==> src/rtl/id_ex_stall_ctrl_pkg.sv <==
// Shared types and constants for the ID/EX stall and flush controller.
// Optional build macro: STALL_PERF_CNT_EN (stall-cause performance counters).
package id_ex_stall_ctrl_pkg;

  localparam int unsigned REG_W       = 5;
  localparam int unsigned DIV_LAT_DEF = 33;
  localparam int unsigned PERF_CNT_W  = 32;

  localparam logic [1:0] ST_RUN         = 2'd0;
  localparam logic [1:0] ST_DIV_WAIT    = 2'd1;
  localparam logic [1:0] ST_MEM_WAIT    = 2'd2;
  localparam logic [1:0] ST_MEM_DISCARD = 2'd3;

  // Pipeline-register control bundle, MSB first in this order.
  typedef struct packed {
    logic pc_wen;
    logic if_id_wen;
    logic if_id_flush;
    logic id_ex_wen;
    logic id_ex_flush;
    logic ex_mem_wen;
    logic bp_flush;
    logic div_done;
    logic div_cancel;
  } stall_ctl_t;

endpackage

==> src/rtl/id_ex_stall_ctrl_if.sv <==
// Hazard inputs and pipeline-register controls between the core and the stall controller.
// Optional build macro: STALL_PERF_CNT_EN adds the stall-cause counter outputs.
interface id_ex_stall_ctrl_if;
  import id_ex_stall_ctrl_pkg::*;

  logic [REG_W-1:0] id_reg_j;
  logic [REG_W-1:0] id_reg_k;
  logic [REG_W-1:0] id_reg_d;
  logic             id_reg_j_ren;
  logic             id_reg_k_ren;
  logic             id_reg_d_ren;
  logic             ex_is_load;
  logic [REG_W-1:0] ex_reg_d;
  logic             ex_div_start;
  logic             ex_br_mispred;
  logic             mem_req;
  logic             mem_addr_ok;
  logic             mem_data_ok;
  logic             wb_flush;

  logic pc_wen;
  logic if_id_wen;
  logic if_id_flush;
  logic id_ex_wen;
  logic id_ex_flush;
  logic ex_mem_wen;
  logic bp_flush;
  logic div_done;
  logic div_cancel;

`ifdef STALL_PERF_CNT_EN
  logic [PERF_CNT_W-1:0] lu_stall_cnt;
  logic [PERF_CNT_W-1:0] div_stall_cnt;
  logic [PERF_CNT_W-1:0] mem_stall_cnt;

  modport master (
    output id_reg_j, id_reg_k, id_reg_d, id_reg_j_ren, id_reg_k_ren, id_reg_d_ren,
           ex_is_load, ex_reg_d, ex_div_start, ex_br_mispred,
           mem_req, mem_addr_ok, mem_data_ok, wb_flush,
    input  pc_wen, if_id_wen, if_id_flush, id_ex_wen, id_ex_flush, ex_mem_wen,
           bp_flush, div_done, div_cancel, lu_stall_cnt, div_stall_cnt, mem_stall_cnt
  );

  modport slave (
    input  id_reg_j, id_reg_k, id_reg_d, id_reg_j_ren, id_reg_k_ren, id_reg_d_ren,
           ex_is_load, ex_reg_d, ex_div_start, ex_br_mispred,
           mem_req, mem_addr_ok, mem_data_ok, wb_flush,
    output pc_wen, if_id_wen, if_id_flush, id_ex_wen, id_ex_flush, ex_mem_wen,
           bp_flush, div_done, div_cancel, lu_stall_cnt, div_stall_cnt, mem_stall_cnt
  );
`else
  modport master (
    output id_reg_j, id_reg_k, id_reg_d, id_reg_j_ren, id_reg_k_ren, id_reg_d_ren,
           ex_is_load, ex_reg_d, ex_div_start, ex_br_mispred,
           mem_req, mem_addr_ok, mem_data_ok, wb_flush,
    input  pc_wen, if_id_wen, if_id_flush, id_ex_wen, id_ex_flush, ex_mem_wen,
           bp_flush, div_done, div_cancel
  );

  modport slave (
    input  id_reg_j, id_reg_k, id_reg_d, id_reg_j_ren, id_reg_k_ren, id_reg_d_ren,
           ex_is_load, ex_reg_d, ex_div_start, ex_br_mispred,
           mem_req, mem_addr_ok, mem_data_ok, wb_flush,
    output pc_wen, if_id_wen, if_id_flush, id_ex_wen, id_ex_flush, ex_mem_wen,
           bp_flush, div_done, div_cancel
  );
`endif

endinterface

==> src/rtl/id_ex_stall_ctrl_hazard_detect.sv <==
// Load-use comparator: an EX load whose destination feeds any enabled ID source.
module id_ex_hazard_detect
  import id_ex_stall_ctrl_pkg::*;
(
  input  logic [REG_W-1:0] i_id_reg_j,
  input  logic [REG_W-1:0] i_id_reg_k,
  input  logic [REG_W-1:0] i_id_reg_d,
  input  logic             i_id_reg_j_ren,
  input  logic             i_id_reg_k_ren,
  input  logic             i_id_reg_d_ren,
  input  logic             i_ex_is_load,
  input  logic [REG_W-1:0] i_ex_reg_d,
  output logic             o_lu_hazard_c
);

  logic w_j_hit;
  logic w_k_hit;
  logic w_d_hit;

  assign w_j_hit = i_id_reg_j_ren && (i_id_reg_j == i_ex_reg_d);
  assign w_k_hit = i_id_reg_k_ren && (i_id_reg_k == i_ex_reg_d);
  assign w_d_hit = i_id_reg_d_ren && (i_id_reg_d == i_ex_reg_d);

  // r0 is hardwired zero, so a load targeting it never creates a dependency.
  assign o_lu_hazard_c = i_ex_is_load && (i_ex_reg_d != '0) && (w_j_hit || w_k_hit || w_d_hit);

endmodule

==> src/rtl/id_ex_stall_ctrl.sv <==
// Pipeline hazard/flush controller: load-use bubble, divider and data-bus freezes, redirects.
// Optional build macro: STALL_PERF_CNT_EN adds saturating per-cause stall counters.
module id_ex_stall_ctrl
  import id_ex_stall_ctrl_pkg::*;
#(
  parameter int unsigned DIV_LAT = DIV_LAT_DEF,
  parameter int unsigned CNT_W   = 6
) (
  input  logic                  clk,
  input  logic                  rst_n,
  id_ex_stall_ctrl_if.slave     io_stall
);

  logic [1:0]       r_state;
  logic [1:0]       w_state_nxt;
  logic [CNT_W-1:0] r_cnt;
  logic [CNT_W-1:0] w_cnt_nxt;
  logic             w_lu_hazard;
  logic             w_mem_stall;
  stall_ctl_t       w_ctl;

  id_ex_hazard_detect u_hazard_detect (
    .i_id_reg_j     (io_stall.id_reg_j),
    .i_id_reg_k     (io_stall.id_reg_k),
    .i_id_reg_d     (io_stall.id_reg_d),
    .i_id_reg_j_ren (io_stall.id_reg_j_ren),
    .i_id_reg_k_ren (io_stall.id_reg_k_ren),
    .i_id_reg_d_ren (io_stall.id_reg_d_ren),
    .i_ex_is_load   (io_stall.ex_is_load),
    .i_ex_reg_d     (io_stall.ex_reg_d),
    .o_lu_hazard_c  (w_lu_hazard)
  );

  assign w_mem_stall = io_stall.mem_req && !(io_stall.mem_addr_ok && io_stall.mem_data_ok);

  // State and divider counter registers.
  always_ff @(posedge clk or negedge rst_n) begin
    if (!rst_n) begin
      r_state <= ST_RUN;
      r_cnt   <= '0;
    end else begin
      r_state <= w_state_nxt;
      r_cnt   <= w_cnt_nxt;
    end
  end

  // Next state and pipeline controls; priority wb_flush > mem freeze > mispredict > div > load-use.
  always_comb begin
    w_state_nxt       = r_state;
    w_cnt_nxt         = r_cnt;
    w_ctl.pc_wen      = 1'b1;
    w_ctl.if_id_wen   = 1'b1;
    w_ctl.if_id_flush = 1'b0;
    w_ctl.id_ex_wen   = 1'b1;
    w_ctl.id_ex_flush = 1'b0;
    w_ctl.ex_mem_wen  = 1'b1;
    w_ctl.bp_flush    = 1'b0;
    w_ctl.div_done    = 1'b0;
    w_ctl.div_cancel  = 1'b0;

    if (io_stall.wb_flush) begin
      w_ctl.if_id_flush = 1'b1;
      w_ctl.id_ex_flush = 1'b1;
      case (r_state)
        ST_DIV_WAIT: begin
          w_ctl.div_cancel = 1'b1;
          w_state_nxt      = ST_RUN;
          w_cnt_nxt        = '0;
        end
        ST_MEM_WAIT, ST_MEM_DISCARD: begin
          w_state_nxt = io_stall.mem_data_ok ? ST_RUN : ST_MEM_DISCARD;
        end
        default: begin
          // An accepted request still owes a response that must be dropped.
          w_state_nxt = (w_mem_stall && io_stall.mem_addr_ok) ? ST_MEM_DISCARD : ST_RUN;
        end
      endcase
    end else begin
      case (r_state)
        ST_RUN: begin
          if (w_mem_stall) begin
            w_ctl.pc_wen     = 1'b0;
            w_ctl.if_id_wen  = 1'b0;
            w_ctl.id_ex_wen  = 1'b0;
            w_ctl.ex_mem_wen = 1'b0;
            w_state_nxt      = ST_MEM_WAIT;
          end else if (io_stall.ex_br_mispred) begin
            w_ctl.if_id_flush = 1'b1;
            w_ctl.id_ex_flush = 1'b1;
            w_ctl.bp_flush    = 1'b1;
          end else if (io_stall.ex_div_start) begin
            w_ctl.pc_wen     = 1'b0;
            w_ctl.if_id_wen  = 1'b0;
            w_ctl.id_ex_wen  = 1'b0;
            w_ctl.ex_mem_wen = 1'b0;
            w_state_nxt      = ST_DIV_WAIT;
            w_cnt_nxt        = CNT_W'(DIV_LAT - 2);
          end else if (w_lu_hazard) begin
            w_ctl.pc_wen      = 1'b0;
            w_ctl.if_id_wen   = 1'b0;
            w_ctl.id_ex_flush = 1'b1;
          end
        end
        ST_DIV_WAIT: begin
          if (r_cnt == '0) begin
            w_ctl.div_done = 1'b1;
            w_state_nxt    = ST_RUN;
          end else begin
            w_ctl.pc_wen     = 1'b0;
            w_ctl.if_id_wen  = 1'b0;
            w_ctl.id_ex_wen  = 1'b0;
            w_ctl.ex_mem_wen = 1'b0;
            w_cnt_nxt        = r_cnt - CNT_W'(1);
          end
        end
        ST_MEM_WAIT: begin
          if (io_stall.mem_data_ok) begin
            w_state_nxt = ST_RUN;
          end else begin
            w_ctl.pc_wen     = 1'b0;
            w_ctl.if_id_wen  = 1'b0;
            w_ctl.id_ex_wen  = 1'b0;
            w_ctl.ex_mem_wen = 1'b0;
          end
        end
        ST_MEM_DISCARD: begin
          w_ctl.pc_wen      = 1'b0;
          w_ctl.if_id_wen   = 1'b0;
          w_ctl.id_ex_flush = 1'b1;
          if (io_stall.mem_data_ok) begin
            w_state_nxt = ST_RUN;
          end
        end
        default: begin
          w_state_nxt = ST_RUN;
        end
      endcase
    end
  end

  // Outputs are held low while reset is asserted.
  assign io_stall.pc_wen      = rst_n && w_ctl.pc_wen;
  assign io_stall.if_id_wen   = rst_n && w_ctl.if_id_wen;
  assign io_stall.if_id_flush = rst_n && w_ctl.if_id_flush;
  assign io_stall.id_ex_wen   = rst_n && w_ctl.id_ex_wen;
  assign io_stall.id_ex_flush = rst_n && w_ctl.id_ex_flush;
  assign io_stall.ex_mem_wen  = rst_n && w_ctl.ex_mem_wen;
  assign io_stall.bp_flush    = rst_n && w_ctl.bp_flush;
  assign io_stall.div_done    = rst_n && w_ctl.div_done;
  assign io_stall.div_cancel  = rst_n && w_ctl.div_cancel;

`ifdef STALL_PERF_CNT_EN
  logic                  w_run_free;
  logic                  w_lu_cause;
  logic                  w_div_cause;
  logic                  w_mem_cause;
  logic [PERF_CNT_W-1:0] r_lu_stall_cnt;
  logic [PERF_CNT_W-1:0] r_div_stall_cnt;
  logic [PERF_CNT_W-1:0] r_mem_stall_cnt;

  assign w_run_free  = (r_state == ST_RUN) && !io_stall.wb_flush && !w_mem_stall
                       && !io_stall.ex_br_mispred;
  assign w_lu_cause  = w_run_free && !io_stall.ex_div_start && w_lu_hazard;
  assign w_div_cause = (w_run_free && io_stall.ex_div_start)
                       || ((r_state == ST_DIV_WAIT) && !io_stall.wb_flush && (r_cnt != '0));
  assign w_mem_cause = ((r_state == ST_RUN) && !io_stall.wb_flush && w_mem_stall)
                       || ((r_state == ST_MEM_WAIT) && !io_stall.wb_flush && !io_stall.mem_data_ok)
                       || (r_state == ST_MEM_DISCARD);

  // Saturating per-cause stall counters.
  always_ff @(posedge clk or negedge rst_n) begin
    if (!rst_n) begin
      r_lu_stall_cnt  <= '0;
      r_div_stall_cnt <= '0;
      r_mem_stall_cnt <= '0;
    end else begin
      if (w_lu_cause && (r_lu_stall_cnt != '1)) begin
        r_lu_stall_cnt <= r_lu_stall_cnt + PERF_CNT_W'(1);
      end
      if (w_div_cause && (r_div_stall_cnt != '1)) begin
        r_div_stall_cnt <= r_div_stall_cnt + PERF_CNT_W'(1);
      end
      if (w_mem_cause && (r_mem_stall_cnt != '1)) begin
        r_mem_stall_cnt <= r_mem_stall_cnt + PERF_CNT_W'(1);
      end
    end
  end

  assign io_stall.lu_stall_cnt  = r_lu_stall_cnt;
  assign io_stall.div_stall_cnt = r_div_stall_cnt;
  assign io_stall.mem_stall_cnt = r_mem_stall_cnt;
`endif

endmodule

==> src/flat_wrapper.sv <==
// flat-port wrapper written by rule: the top's interface ports become plain ports
module id_ex_stall_ctrl_flat import id_ex_stall_ctrl_pkg::*;
#(
  parameter int unsigned DIV_LAT = DIV_LAT_DEF,
  parameter int unsigned CNT_W   = 6
)
  (clk, rst_n, io_stall_id_reg_j, io_stall_id_reg_k, io_stall_id_reg_d, io_stall_id_reg_j_ren, io_stall_id_reg_k_ren, io_stall_id_reg_d_ren, io_stall_ex_is_load, io_stall_ex_reg_d, io_stall_ex_div_start, io_stall_ex_br_mispred, io_stall_mem_req, io_stall_mem_addr_ok, io_stall_mem_data_ok, io_stall_wb_flush, io_stall_pc_wen, io_stall_if_id_wen, io_stall_if_id_flush, io_stall_id_ex_wen, io_stall_id_ex_flush, io_stall_ex_mem_wen, io_stall_bp_flush, io_stall_div_done, io_stall_div_cancel);
  id_ex_stall_ctrl_if io_stall_i ();
  input  logic clk;
  input  logic rst_n;
  input wire logic [$bits(io_stall_i.id_reg_j)-1:0] io_stall_id_reg_j;
  input wire logic [$bits(io_stall_i.id_reg_k)-1:0] io_stall_id_reg_k;
  input wire logic [$bits(io_stall_i.id_reg_d)-1:0] io_stall_id_reg_d;
  input wire logic [$bits(io_stall_i.id_reg_j_ren)-1:0] io_stall_id_reg_j_ren;
  input wire logic [$bits(io_stall_i.id_reg_k_ren)-1:0] io_stall_id_reg_k_ren;
  input wire logic [$bits(io_stall_i.id_reg_d_ren)-1:0] io_stall_id_reg_d_ren;
  input wire logic [$bits(io_stall_i.ex_is_load)-1:0] io_stall_ex_is_load;
  input wire logic [$bits(io_stall_i.ex_reg_d)-1:0] io_stall_ex_reg_d;
  input wire logic [$bits(io_stall_i.ex_div_start)-1:0] io_stall_ex_div_start;
  input wire logic [$bits(io_stall_i.ex_br_mispred)-1:0] io_stall_ex_br_mispred;
  input wire logic [$bits(io_stall_i.mem_req)-1:0] io_stall_mem_req;
  input wire logic [$bits(io_stall_i.mem_addr_ok)-1:0] io_stall_mem_addr_ok;
  input wire logic [$bits(io_stall_i.mem_data_ok)-1:0] io_stall_mem_data_ok;
  input wire logic [$bits(io_stall_i.wb_flush)-1:0] io_stall_wb_flush;
  output wire logic [$bits(io_stall_i.pc_wen)-1:0] io_stall_pc_wen;
  output wire logic [$bits(io_stall_i.if_id_wen)-1:0] io_stall_if_id_wen;
  output wire logic [$bits(io_stall_i.if_id_flush)-1:0] io_stall_if_id_flush;
  output wire logic [$bits(io_stall_i.id_ex_wen)-1:0] io_stall_id_ex_wen;
  output wire logic [$bits(io_stall_i.id_ex_flush)-1:0] io_stall_id_ex_flush;
  output wire logic [$bits(io_stall_i.ex_mem_wen)-1:0] io_stall_ex_mem_wen;
  output wire logic [$bits(io_stall_i.bp_flush)-1:0] io_stall_bp_flush;
  output wire logic [$bits(io_stall_i.div_done)-1:0] io_stall_div_done;
  output wire logic [$bits(io_stall_i.div_cancel)-1:0] io_stall_div_cancel;
  assign io_stall_i.id_reg_j = io_stall_id_reg_j;
  assign io_stall_i.id_reg_k = io_stall_id_reg_k;
  assign io_stall_i.id_reg_d = io_stall_id_reg_d;
  assign io_stall_i.id_reg_j_ren = io_stall_id_reg_j_ren;
  assign io_stall_i.id_reg_k_ren = io_stall_id_reg_k_ren;
  assign io_stall_i.id_reg_d_ren = io_stall_id_reg_d_ren;
  assign io_stall_i.ex_is_load = io_stall_ex_is_load;
  assign io_stall_i.ex_reg_d = io_stall_ex_reg_d;
  assign io_stall_i.ex_div_start = io_stall_ex_div_start;
  assign io_stall_i.ex_br_mispred = io_stall_ex_br_mispred;
  assign io_stall_i.mem_req = io_stall_mem_req;
  assign io_stall_i.mem_addr_ok = io_stall_mem_addr_ok;
  assign io_stall_i.mem_data_ok = io_stall_mem_data_ok;
  assign io_stall_i.wb_flush = io_stall_wb_flush;
  assign io_stall_pc_wen = io_stall_i.pc_wen;
  assign io_stall_if_id_wen = io_stall_i.if_id_wen;
  assign io_stall_if_id_flush = io_stall_i.if_id_flush;
  assign io_stall_id_ex_wen = io_stall_i.id_ex_wen;
  assign io_stall_id_ex_flush = io_stall_i.id_ex_flush;
  assign io_stall_ex_mem_wen = io_stall_i.ex_mem_wen;
  assign io_stall_bp_flush = io_stall_i.bp_flush;
  assign io_stall_div_done = io_stall_i.div_done;
  assign io_stall_div_cancel = io_stall_i.div_cancel;
  id_ex_stall_ctrl #(.DIV_LAT(DIV_LAT), .CNT_W(CNT_W)) u_core (.clk(clk), .rst_n(rst_n), .io_stall(io_stall_i));
endmodule
==> config.mk <==
export PLATFORM = sky130hd
export DESIGN_NAME = id_ex_stall_ctrl_flat
export DESIGN_NICKNAME = d
export VERILOG_FILES = /design/src/rtl/id_ex_stall_ctrl_pkg.sv /design/src/rtl/id_ex_stall_ctrl_if.sv /design/src/rtl/id_ex_stall_ctrl_hazard_detect.sv /design/src/rtl/id_ex_stall_ctrl.sv /design/src/flat_wrapper.sv
export SDC_FILE = /design/constraint.sdc
export NUM_CORES = 1
export LEC_CHECK = 0
export CAP_MARGIN = 15
export CORE_ASPECT_RATIO = 1.25
export CORE_MARGIN = 3
export CORE_UTILIZATION = 47
export CTS_CLUSTER_SIZE = 8
export DETAILED_ROUTE_END_ITERATION = 10
export GPL_TIMING_DRIVEN = 0
export PLACE_DENSITY = 0.84
export SYNTH_ARGS = -nofsm -noshare
export SYNTH_HDL_FRONTEND = slang
export SYNTH_HIERARCHICAL = 1
export SYNTH_SLANG_ARGS = --single-unit
==> constraint.sdc <==
create_clock -name clk -period 5.87 [get_ports clk]
set_input_delay 1.761 -clock clk [delete_from_list [all_inputs] [get_ports clk]]
set_output_delay 1.761 -clock clk [all_outputs]
set_load 0.01 [all_outputs]
After elaboration in Yosys (flattened, before gate mapping)

Cells that the tools add are included.

Flip-flop bits (word level): 8
Input port bits: 32
Word-level logic and storage cells: 91

Reductions and logical operators: 27
Multiplexer cells: 46
Equality and inequality tests: 15
Add/sub/neg operators: 1

Operators with widths:

| operator                                                              | number |
|---|---|
| 6-bit two-way mux                                                     | 6 |
| 2-bit two-way mux                                                     | 15 |
| 1-bit two-way mux                                                     | 18 |
| 1-bit logical AND                                                     | 17 |
| 5-bit equality test                                                   | 3 |
| 3-bit != test, second input constant                                  | 4 |
| 6-bit one-hot mux with 2 select lines                                 | 1 |
| 4-bit by 3-bit != test with 1-bit output, second input constant       | 2 |
| 2-bit one-hot mux with 4 select lines                                 | 1 |
| 6-bit logical NOT                                                     | 1 |
| 2-bit one-hot mux with 3 select lines                                 | 1 |
| 6-bit AND reduction                                                   | 1 |
| 6-bit by 1-bit subtractor with 6-bit output, second input constant    | 1 |
| 5-bit nonzero test                                                    | 1 |
| 2-bit equality test, second input constant                            | 2 |
| 2-bit one-hot mux with 2 select lines                                 | 1 |
| 4-bit AND reduction                                                   | 1 |
| 3-bit two-way mux                                                     | 1 |
| 3-bit by 1-bit != test with 1-bit output, second input constant       | 1 |
| 3-bit by 2-bit != test with 1-bit output, second input constant       | 1 |
| 1-bit one-hot mux with 3 select lines                                 | 1 |
| 2-bit by 1-bit equality test with 1-bit output, second input constant | 1 |
| 2-bit logical NOT                                                     | 1 |
| 1-bit logical OR                                                      | 2 |
| other kinds (5)                                                       | 5 |

Logic depth before layout (Yosys ltp)

Gate-level depths: netlist of the first run.

Depth after elaboration: 12
Mapped depth: 8

Hierarchy

Netlist of the first run, hierarchy kept.

By module, submodules not included:

| module              | area an instance (um^2) | cells each | instances |
|---|---|---|---|
| id_ex_stall_ctrl    | 834.6                   | 102        | 1 |
| id_ex_hazard_detect | 190.2                   | 24         | 1 |

Worst setup path before layout of the first run

No wires, ideal clock.

Kind: input port to output port
Start point: input port io_stall_ex_reg_d[1]
End point: output port io_stall_pc_wen
Cell stages on the path: 8
Buffers on the path: 1
Data required time: 4109 ps
Setup slack: 1003 ps
Arrival: 3106 ps
Cell sequence: xor2_1 -> nor4_2 -> nand3_1 -> a31oi_1 -> nor2_1 -> o211a_1 -> o31a_1 -> buf_4

Word-level cells in the longest chain between the ends: 12
Elaborated cells between the ends (all ways): 18

Ends and longest elaborated chain:

| what                                    | RTL line                                                                   | text |
|---|---|---|
| start: declaration                      | flat_wrapper.sv:18                                                         | `input wire logic [$bits(io_stall_i.ex_reg_d)-1:0] io_stall_ex_reg_d;` |
| 5-bit equality test (on tied branches)  | id_ex_stall_ctrl_hazard_detect.sv:20, id_ex_stall_ctrl_hazard_detect.sv:21 |  |
| 1-bit logical AND (on tied branches)    | id_ex_stall_ctrl_hazard_detect.sv:20, id_ex_stall_ctrl_hazard_detect.sv:21 |  |
| 1-bit logical OR (2 in series)          | id_ex_stall_ctrl_hazard_detect.sv:25                                       | `assign o_lu_hazard_c = i_ex_is_load && (i_ex_reg_d != '0) && (w_j_hit \|\| w_k_hit \|\| w_d_hit);` |
| 1-bit logical AND *                     | id_ex_stall_ctrl_hazard_detect.sv:25                                       |  |
| named net u_core.w_lu_hazard            | id_ex_stall_ctrl.sv:18                                                     | `logic w_lu_hazard;` |
| 2-bit two-way mux *                     | id_ex_stall_ctrl.sv:98                                                     | `end else if (w_lu_hazard) begin` |
| 2-bit two-way mux *                     | id_ex_stall_ctrl.sv:91                                                     | `end else if (io_stall.ex_div_start) begin` |
| 2-bit two-way mux *                     | id_ex_stall_ctrl.sv:87                                                     | `end else if (io_stall.ex_br_mispred) begin` |
| 2-bit two-way mux *                     | id_ex_stall_ctrl.sv:81                                                     | `if (w_mem_stall) begin` |
| 2-bit one-hot mux with 4 select lines * | id_ex_stall_ctrl.sv:79                                                     | `case (r_state)` |
| 2-bit two-way mux *                     | id_ex_stall_ctrl.sv:61                                                     | `if (io_stall.wb_flush) begin` |
| 1-bit logical AND *                     | id_ex_stall_ctrl.sv:142                                                    | `assign io_stall.pc_wen = rst_n && w_ctl.pc_wen;` |
| end: declaration                        | flat_wrapper.sv:25                                                         | `output wire logic [$bits(io_stall_i.pc_wen)-1:0] io_stall_pc_wen;` |

The timed path passes the listed nets; every way through them passes the cells marked *.

Worst setup path in the final report of the first run

Start point: input port io_stall_id_reg_d[1]
End point: output port io_stall_if_id_wen

Word-level cells in the longest chain between the ends: 11

Ends and longest elaborated chain:

| what                                  | RTL line                             | text |
|---|---|---|
| start: declaration                    | flat_wrapper.sv:13                   | `input wire logic [$bits(io_stall_i.id_reg_d)-1:0] io_stall_id_reg_d;` |
| 5-bit equality test                   | id_ex_stall_ctrl_hazard_detect.sv:22 | `assign w_d_hit = i_id_reg_d_ren && (i_id_reg_d == i_ex_reg_d);` |
| 1-bit logical AND                     | id_ex_stall_ctrl_hazard_detect.sv:22 |  |
| 1-bit logical OR                      | id_ex_stall_ctrl_hazard_detect.sv:25 |  |
| 1-bit logical AND                     | id_ex_stall_ctrl_hazard_detect.sv:25 |  |
| named net u_core.w_lu_hazard          | id_ex_stall_ctrl.sv:18               |  |
| 2-bit two-way mux                     | id_ex_stall_ctrl.sv:98               |  |
| 2-bit two-way mux                     | id_ex_stall_ctrl.sv:91               |  |
| 2-bit two-way mux                     | id_ex_stall_ctrl.sv:87               |  |
| 2-bit two-way mux                     | id_ex_stall_ctrl.sv:81               |  |
| 2-bit one-hot mux with 4 select lines | id_ex_stall_ctrl.sv:79               |  |
| 2-bit two-way mux                     | id_ex_stall_ctrl.sv:61               |  |
| 1-bit logical AND                     | id_ex_stall_ctrl.sv:143              | `assign io_stall.if_id_wen = rst_n && w_ctl.if_id_wen;` |
| end: declaration                      | flat_wrapper.sv:26                   | `output wire logic [$bits(io_stall_i.if_id_wen)-1:0] io_stall_if_id_wen;` |

The timed path passes the listed nets, and every way through them passes these cells.

==> run_results.csv, run 1 <==
group,metric,value,unit
worst_setup_path,crit_path_end_kind,"primary output",
final_layout,instances_no_fill,188,
sta,tightest_slew,0.656,ns
power_and_ir_drop,pwr-share-seq,28.2,%
sta,rsz0062_at_grt,"no",
clock_tree,clockBufferDepth,2,
sta,period_needed,5.73,ns
clock_tree,clockRootBuffer,"clkbuf_4",
detailed_routing,wl,2770,µm
global_route,grt.total_usage,23.2,%
synth,ys.flop_type,"dfrtp_1",
die,boundaryPins,41,
synth,synth_edf_count,0,
final_layout,final_layout_size_suffix_gt1_share,10.7,%
synth,synth_top_area_share,19.5,%
final_layout,finalNetCount,209,
placement,dpl-instance-area,1440,µm²
placement,place.detailed.hpwl,2270,µm
global_route,globalRoute.totalOverflow,0,
detailed_routing,wl_per_cell,14.8,µm
worst_setup_path,worst_ep_arrival_time,3.96,ns
worst_setup_path,worstSetupPathType,"in2out",
worst_setup_path,crit_required,4.11,ns
die,dieArea,2780,µm²
sta,fin_crit_sh,97.5,%
placement,gp_congestion,0.895,
sta,max_freq,0.175,GHz
global_route,antenna_found_initial,0,
final_layout,fillers,168,
synth,synth_most_common_cell,"xor2_1",
detailed_routing,drc,0,
power_and_ir_drop,clockPowerShare,10.8,%
synth,yosys-top-cells-count,"xor2_1, nand2_1, inv_1, nand3_1",
synth,synth.area.top_cells,"dfrtp_1, xor2_1, ha_1, nand3_1, a21oi_1",
sta,fin_tns_setup,0,ns
die,num_rows,18,
placement,dp_cells,185,
sta,hold_viol,0,
power_and_ir_drop,ir_drop,177,µV
synth,synth_top_cell_by_area,"dfrtp_1",
power_and_ir_drop,p_leak,0.611,nW
power_and_ir_drop,totalPowerFinal,0.000404,W
die,core,2030,µm²
power_and_ir_drop,power_density,278,nW/µm²
worst_setup_path,slowest_stage,"clkdlybuf4s50_1",
detailed_routing,first_pass_iters,4,
sta,setup_viol_count_final,0,
hold_path,hold_class,"reg2reg",
synth,async_flop_share,100,%
final_layout,design_area,1460,µm²
global_route,grt_max_degree,16,
worst_setup_path,cp_cell_sequence,"clkdlybuf4s50_1, xor2_1, nor4_1, nand3_1, a31oi_1, nor2_1, o211a_1, o31a_1, clkdlybuf4s50_1",
synth,syn_avg_cell_area,8.13,µm²
sta,maxSlewHeadroom,55.1,%
synth,synth_seq_area_share,19.5,%
placement,numPortBuffers,39,
power_and_ir_drop,swShare,45.4,%
run,drv_cap,0,
clock_tree,cts_sinks,8,
global_route,grt_pass1_wl,4660,µm
worst_setup_path,critPathMaxFanout,2,
synth,synth-seq-cells,8,
die,die_y,58.2,µm
worst_setup_path,timing.critical_path.mode_cell,"clkdlybuf4s50_1",
global_route,grt_pass1_vias,1154,
detailed_routing,num_vias,1145,
final_layout,antennaDiodeCount,0,
clock_tree,cts_tree,"built",
synth,yosys_warnings,6,
sta,drv_slew,0,
clock_tree,path_clk_slew,0.06,ns
detailed_routing,first_iter_violations,40,
sta,hold_ws,0.561,ns
worst_setup_path,startpoint_type,"input port",
synth,syn_area,1020,µm²
power_and_ir_drop,switchingPower,0.000184,W
sta,clock_skew,0.00861,ns
power_and_ir_drop,p_int,0.000221,W
synth,syn_nets,165,
power_and_ir_drop,p_comb_share,61.0,%
outcome,status,"complete, no violations",
detailed_routing,antenna_left,0,
synth,syn_inst,126,
synth,synth.distinct_cells,42,
clock_tree,cts_inserted_buffers,3,
detailed_routing,via_per_inst,6.09,
die,die_w,47.8,µm
worst_setup_path,max_stage_delay,0.49,ns
die,initial_core_util,50.6,%
clock_tree,cts_max_level,1,
clock_tree,clkLatencyLatePin,0.26,ns
final_layout,synthToLayoutAreaGrowth,42.1,%
==> cell families after synthesis <==
group | count (synthesis) | share of synthesized area (%)
multiplexers | 2 | 2.20
flip-flops | 8 | 19.5
AO/OA/AOI/OAI | 33 | 23.3
AND/OR/NAND/NOR | 47 | 27.2
XOR/XNOR | 15 | 12.8
adder cells (fa/ha/maj) | 7 | 8.55
buffers and inverters | 14 | 6.35
==> layout by cell type, fill, tap and decap left out, types with 2 or more instances in the layout <==
cell             synthesis  final
nand2_1                 10     10
dfrtp_1                  8      8
mux2_2                   2      2
o21ai_0                  5      5
buf_4                    3      4
or4_1                    3      3
inv_1                    9      9
a21oi_1                  8      8
nand3_1                  9      9
dlygate4sd2_1            0      5
and3_1                   2      2
a31oi_1                  2      2
nor3b_1                  2      2
o221ai_1                 2      2
clkdlybuf4s50_1          0     32
a22oi_1                  2      2
nor3_1                   4      4
xor2_1                  12     12
a21boi_0                 2      2
nor4_1                   3      3
clkbuf_4                 0      3
nor2_1                   6      6
xnor2_1                  3      3
ha_1                     7      7
o211ai_1                 2      2
==> final cells by class <==
type | instances | area (µm²) | area share, %
clock buffer | 3 | 22.5 | 1.55
inverter | 9 | 33.8 | 2.32
tap | 20 | 25.0 | 1.72
multi-input combinational | 104 | 759 | 52.1
buffer | 5 | 31.3 | 2.15
timing repair buffer | 39 | 384 | 26.4
sequential | 8 | 200 | 13.7
==> what timing repair did <==
item	in CTS	in global routing
cloned	0	0
pin swaps	2	1
buffers inserted	0	0
hold buffers	0	0
endpoints found under the setup margin	3	2
resized for setup	5	2
==> routing by layer <==
metal / wire, µm / global-route usage (%) / share of wire [%] / vias up
li1: - / - / - / 551
met5: 0 / 0 / 0 / -
met2: 1380 / 38.2 / 50 / 59
met3: 232 / 6.83 / 8.4 / 6
met1: 1080 / 25.0 / 39 / 529
met4: 74 / 13.1 / 2.7 / 0
==> worst paths after layout <==
path                       cells past startpoint                         from                           to  slack [ns]
setup reg to reg                               6  u_core/r_cnt[1]$_DFFE_PN0P_  u_core/r_cnt[0]$_DFFE_PN0P_        3.93
min in group asynchronous                      1                        rst_n  u_core/r_cnt[4]$_DFFE_PN0P_        1.87
setup / recovery                               9         io_stall_id_reg_d[1]           io_stall_if_id_wen        0.14
max in group asynchronous                      1                        rst_n  u_core/r_cnt[0]$_DFFE_PN0P_        3.61
hold / removal                                 1  u_core/r_cnt[1]$_DFFE_PN0P_  u_core/r_cnt[1]$_DFFE_PN0P_        0.56
hold reg to reg                                1  u_core/r_cnt[1]$_DFFE_PN0P_  u_core/r_cnt[1]$_DFFE_PN0P_        0.56
==> power by group through the flow <==
| stage | clock network (W) | registers, W | logic, W |
|---|---|---|---|
| floorplan | 0 | 0.000103 | 0.000172 |
| global placement | 0 | 0.000111 | 0.000238 |
| detailed placement | 0 | 0.000114 | 0.000247 |
| CTS | 0.0000449 | 0.000113 | 0.000247 |
| global route | 0.0000495 | 0.000116 | 0.000274 |
| finish | 0.0000436 | 0.000114 | 0.000247 |
==> sequential cells by signal, summed over array words and instances (netlist names) <==
| register | count |
|---|---|
| u_core/r_cnt | 6 |
| u_core/r_state | 2 |
==> stage by stage <==
stage	util [%]	setup slack [ns]
floorplan	-	1.00
global placement	71.0	-0.106
detailed placement	71.0	-0.131
CTS	71.9	0.0295
global route	71.9	0.0294
finish	71.9	0.145
==> critical path, delay by kind of cell <==
family          cells  cell delay [ns]
buf+inv             2             0.90
compound gates      3             0.63
simple gates        3             0.53
xor+xnor            1             0.14
(Power assumes the default switching activity.)
==> run 2: changes to the inputs <==
- CTS_CLUSTER_DIAMETER: unset -> 120
- RECOVER_POWER: unset -> 100
==> run 2 against run 1 <==
Critical path depth did not move. Largest power group unchanged. Die area unchanged. Sequential power barely moved. Clock skew increased by 0.0015 ns. Sequential cell count unchanged. Combinational power down 2%. Setup slack hardly changed. Register-to-register slack got worse by 0.12 ns. Clock-buffer cell count unchanged.
==> run_results.csv, run 2 (synthesized netlist as in run 1, its figures left out) <==
group,metric,value,unit
placement,place.detailed.hpwl,2270,µm
final_layout,regMostFlops,"u_core/r_cnt",
power_and_ir_drop,ir_drop,176,µV
power_and_ir_drop,p_leak,0.614,nW
final_layout,synthToLayoutAreaGrowth,41.1,%
final_layout,mostFrequentLayoutCells,"clkdlybuf4s50_1, xor2_1, nand2_1",
sta,period_needed,5.73,ns
sta,rsz0062_at_grt,"no",
clock_tree,postCtsSetupRepairBufs,0,
die,die_w,47.8,µm
worst_setup_path,slowest_stage,"clkdlybuf4s50_1",
sta,setup_ws,0.145,ns
worst_setup_path,cp_cell_sequence,"clkdlybuf4s50_1, xor2_1, nor4_1, nand3_1, a31oi_1, nor2_1, o211a_1, o31a_1, clkdlybuf4s50_1",
hold_path,min_delay_path_depth,1,
final_layout,final_util,71.4,%
sta,setup_viol_count_final,0,
sta,fin_crit_sh,97.5,%
detailed_routing,wl,2780,µm
die,boundaryPins,41,
outcome,status,"complete, no violations",
placement,dp_cells,185,
global_route,grt_pass1_wl,4660,µm
placement,dp_slack,-0.131,ns
worst_setup_path,crit_path_end_kind,"primary output",
global_route,grt_pass1_vias,1154,
worst_setup_path,r2r_cells,6,
die,core,2030,µm²
final_layout,largest_registers,"u_core/r_cnt: 6 flops, u_core/r_state: 2 flops",
worst_setup_path,startpoint_type,"input port",
detailed_routing,first_iter_violations,54,
clock_tree,path_clk_slew,0.06,ns
worst_setup_path,max_stage_delay,0.49,ns
power_and_ir_drop,power_density,277,nW/µm²
die,dieArea,2780,µm²
clock_tree,cts_tree,"built",
worst_setup_path,timing.critical_path.mode_cell,"clkdlybuf4s50_1",
detailed_routing,drc,0,
detailed_routing,via_per_inst,6.14,
worst_setup_path,worstSetupPathType,"in2out",
global_route,grt.total_usage,23.2,%
sta,max_freq,0.175,GHz
die,die_y,58.2,µm
final_layout,finalNetCount,209,
sta,hold_viol,0,
clock_tree,cts_sinks,8,
global_route,antenna_found_initial,0,
final_layout,largest_register_ff_count,6,
global_route,grt_max_degree,16,
sta,clock_skew,0.0102,ns
clock_tree,clkLatencyLatePin,0.27,ns
detailed_routing,first_pass_iters,4,
final_layout,final_layout_size_suffix_gt1_share,9.52,%
run,drv_cap,0,
detailed_routing,antenna_left,0,
detailed_routing,wl_per_cell,14.8,µm
clock_tree,cts_max_level,1,
placement,numPortBuffers,39,
sta,tightest_slew,0.656,ns
sta,drv_slew,0,
clock_tree,clockRootBuffer,"clkbuf_4",
sta,maxSlewHeadroom,55.1,%
global_route,globalRoute.totalOverflow,0,
worst_setup_path,critPathMaxFanout,2,
detailed_routing,num_vias,1155,
placement,gp_congestion,0.895,
hold_path,hold_class,"reg2reg",
worst_setup_path,worst_ep_arrival_time,3.96,ns
final_layout,final_common_cell,"clkdlybuf4s50_1",
clock_tree,clockBufferDepth,2,
sta,hold_ws,0.561,ns
worst_setup_path,crit_required,4.11,ns
die,initial_core_util,50.6,%
clock_tree,cts_inserted_buffers,3,
final_layout,instances_no_fill,188,
die,num_rows,18,
final_layout,antennaDiodeCount,0,
-- run 2: what timing repair did --
action / in CTS / in global routing
pin swaps: 2 / 1
endpoints found under the setup margin: 3 / 2
hold buffers: 0 / 0
resized for setup: 5 / 2
-- run 2: path summary, 6_finish.rpt --
path,startpoint,endpoint,slack [ns]
max reg2reg,u_core/r_cnt[1]$_DFFE_PN0P_,u_core/r_cnt[0]$_DFFE_PN0P_,3.81
max,io_stall_id_reg_d[1],io_stall_if_id_wen,0.14
min reg2reg,u_core/r_cnt[1]$_DFFE_PN0P_,u_core/r_cnt[1]$_DFFE_PN0P_,0.56
min,u_core/r_cnt[1]$_DFFE_PN0P_,u_core/r_cnt[1]$_DFFE_PN0P_,0.56
min in group asynchronous,rst_n,u_core/r_cnt[1]$_DFFE_PN0P_,1.94
max in group asynchronous,rst_n,u_core/r_cnt[0]$_DFFE_PN0P_,3.54
-- run 2: power breakdown --
group / internal, W / total (W) / leakage [nW] / switching, W
Clock: 0.0000235 / 0.0000440 / 0.0138 / 0.0000205
Combinational: 0.000115 / 0.000243 / 0.500 / 0.000128
Sequential: 0.0000789 / 0.000114 / 0.0999 / 0.0000355
Total: 0.000217 / 0.000401 / 0.614 / 0.000184
-- run 2: layout make-up --
| class | count | area (µm²) |
|---|---|---|
| buffer | 5 | 31.3 |
| clock buffer | 3 | 22.5 |
| fill | 171 | 581 |
| inverter | 9 | 33.8 |
| multi-input combinational | 104 | 752 |
| sequential | 8 | 200 |
| tap | 20 | 25.0 |
| timing repair buffer | 39 | 382 |
-- run 2: per-stage QoR --
| step | setup TNS, ns | area [µm²] | total power, W |
|---|---|---|---|
| floorplan | 0 | 1020 | 0.000275 |
| global placement | -0.154 | 1440 | 0.000348 |
| finish | 0 | 1450 | 0.000401 |
| detailed placement | -0.221 | 1440 | 0.000361 |
| CTS | 0 | 1460 | 0.000404 |
| global route | 0 | 1450 | 0.000434 |
-- run 2: per-layer routing --
metal	part of all wire, %	GRT usage, %
met2	49	38.2
met1	40	25.0
met5	0	0
met3	7.6	6.83
met4	3.4	13.1
-- run 2: worst max-delay path: cells and delay by family --
kind	cells	cell delay (ns)
AO/OA/AOI/OAI	3	0.63
XOR/XNOR	1	0.14
buffers and inverters	2	0.90
AND/OR/NAND/NOR	3	0.53
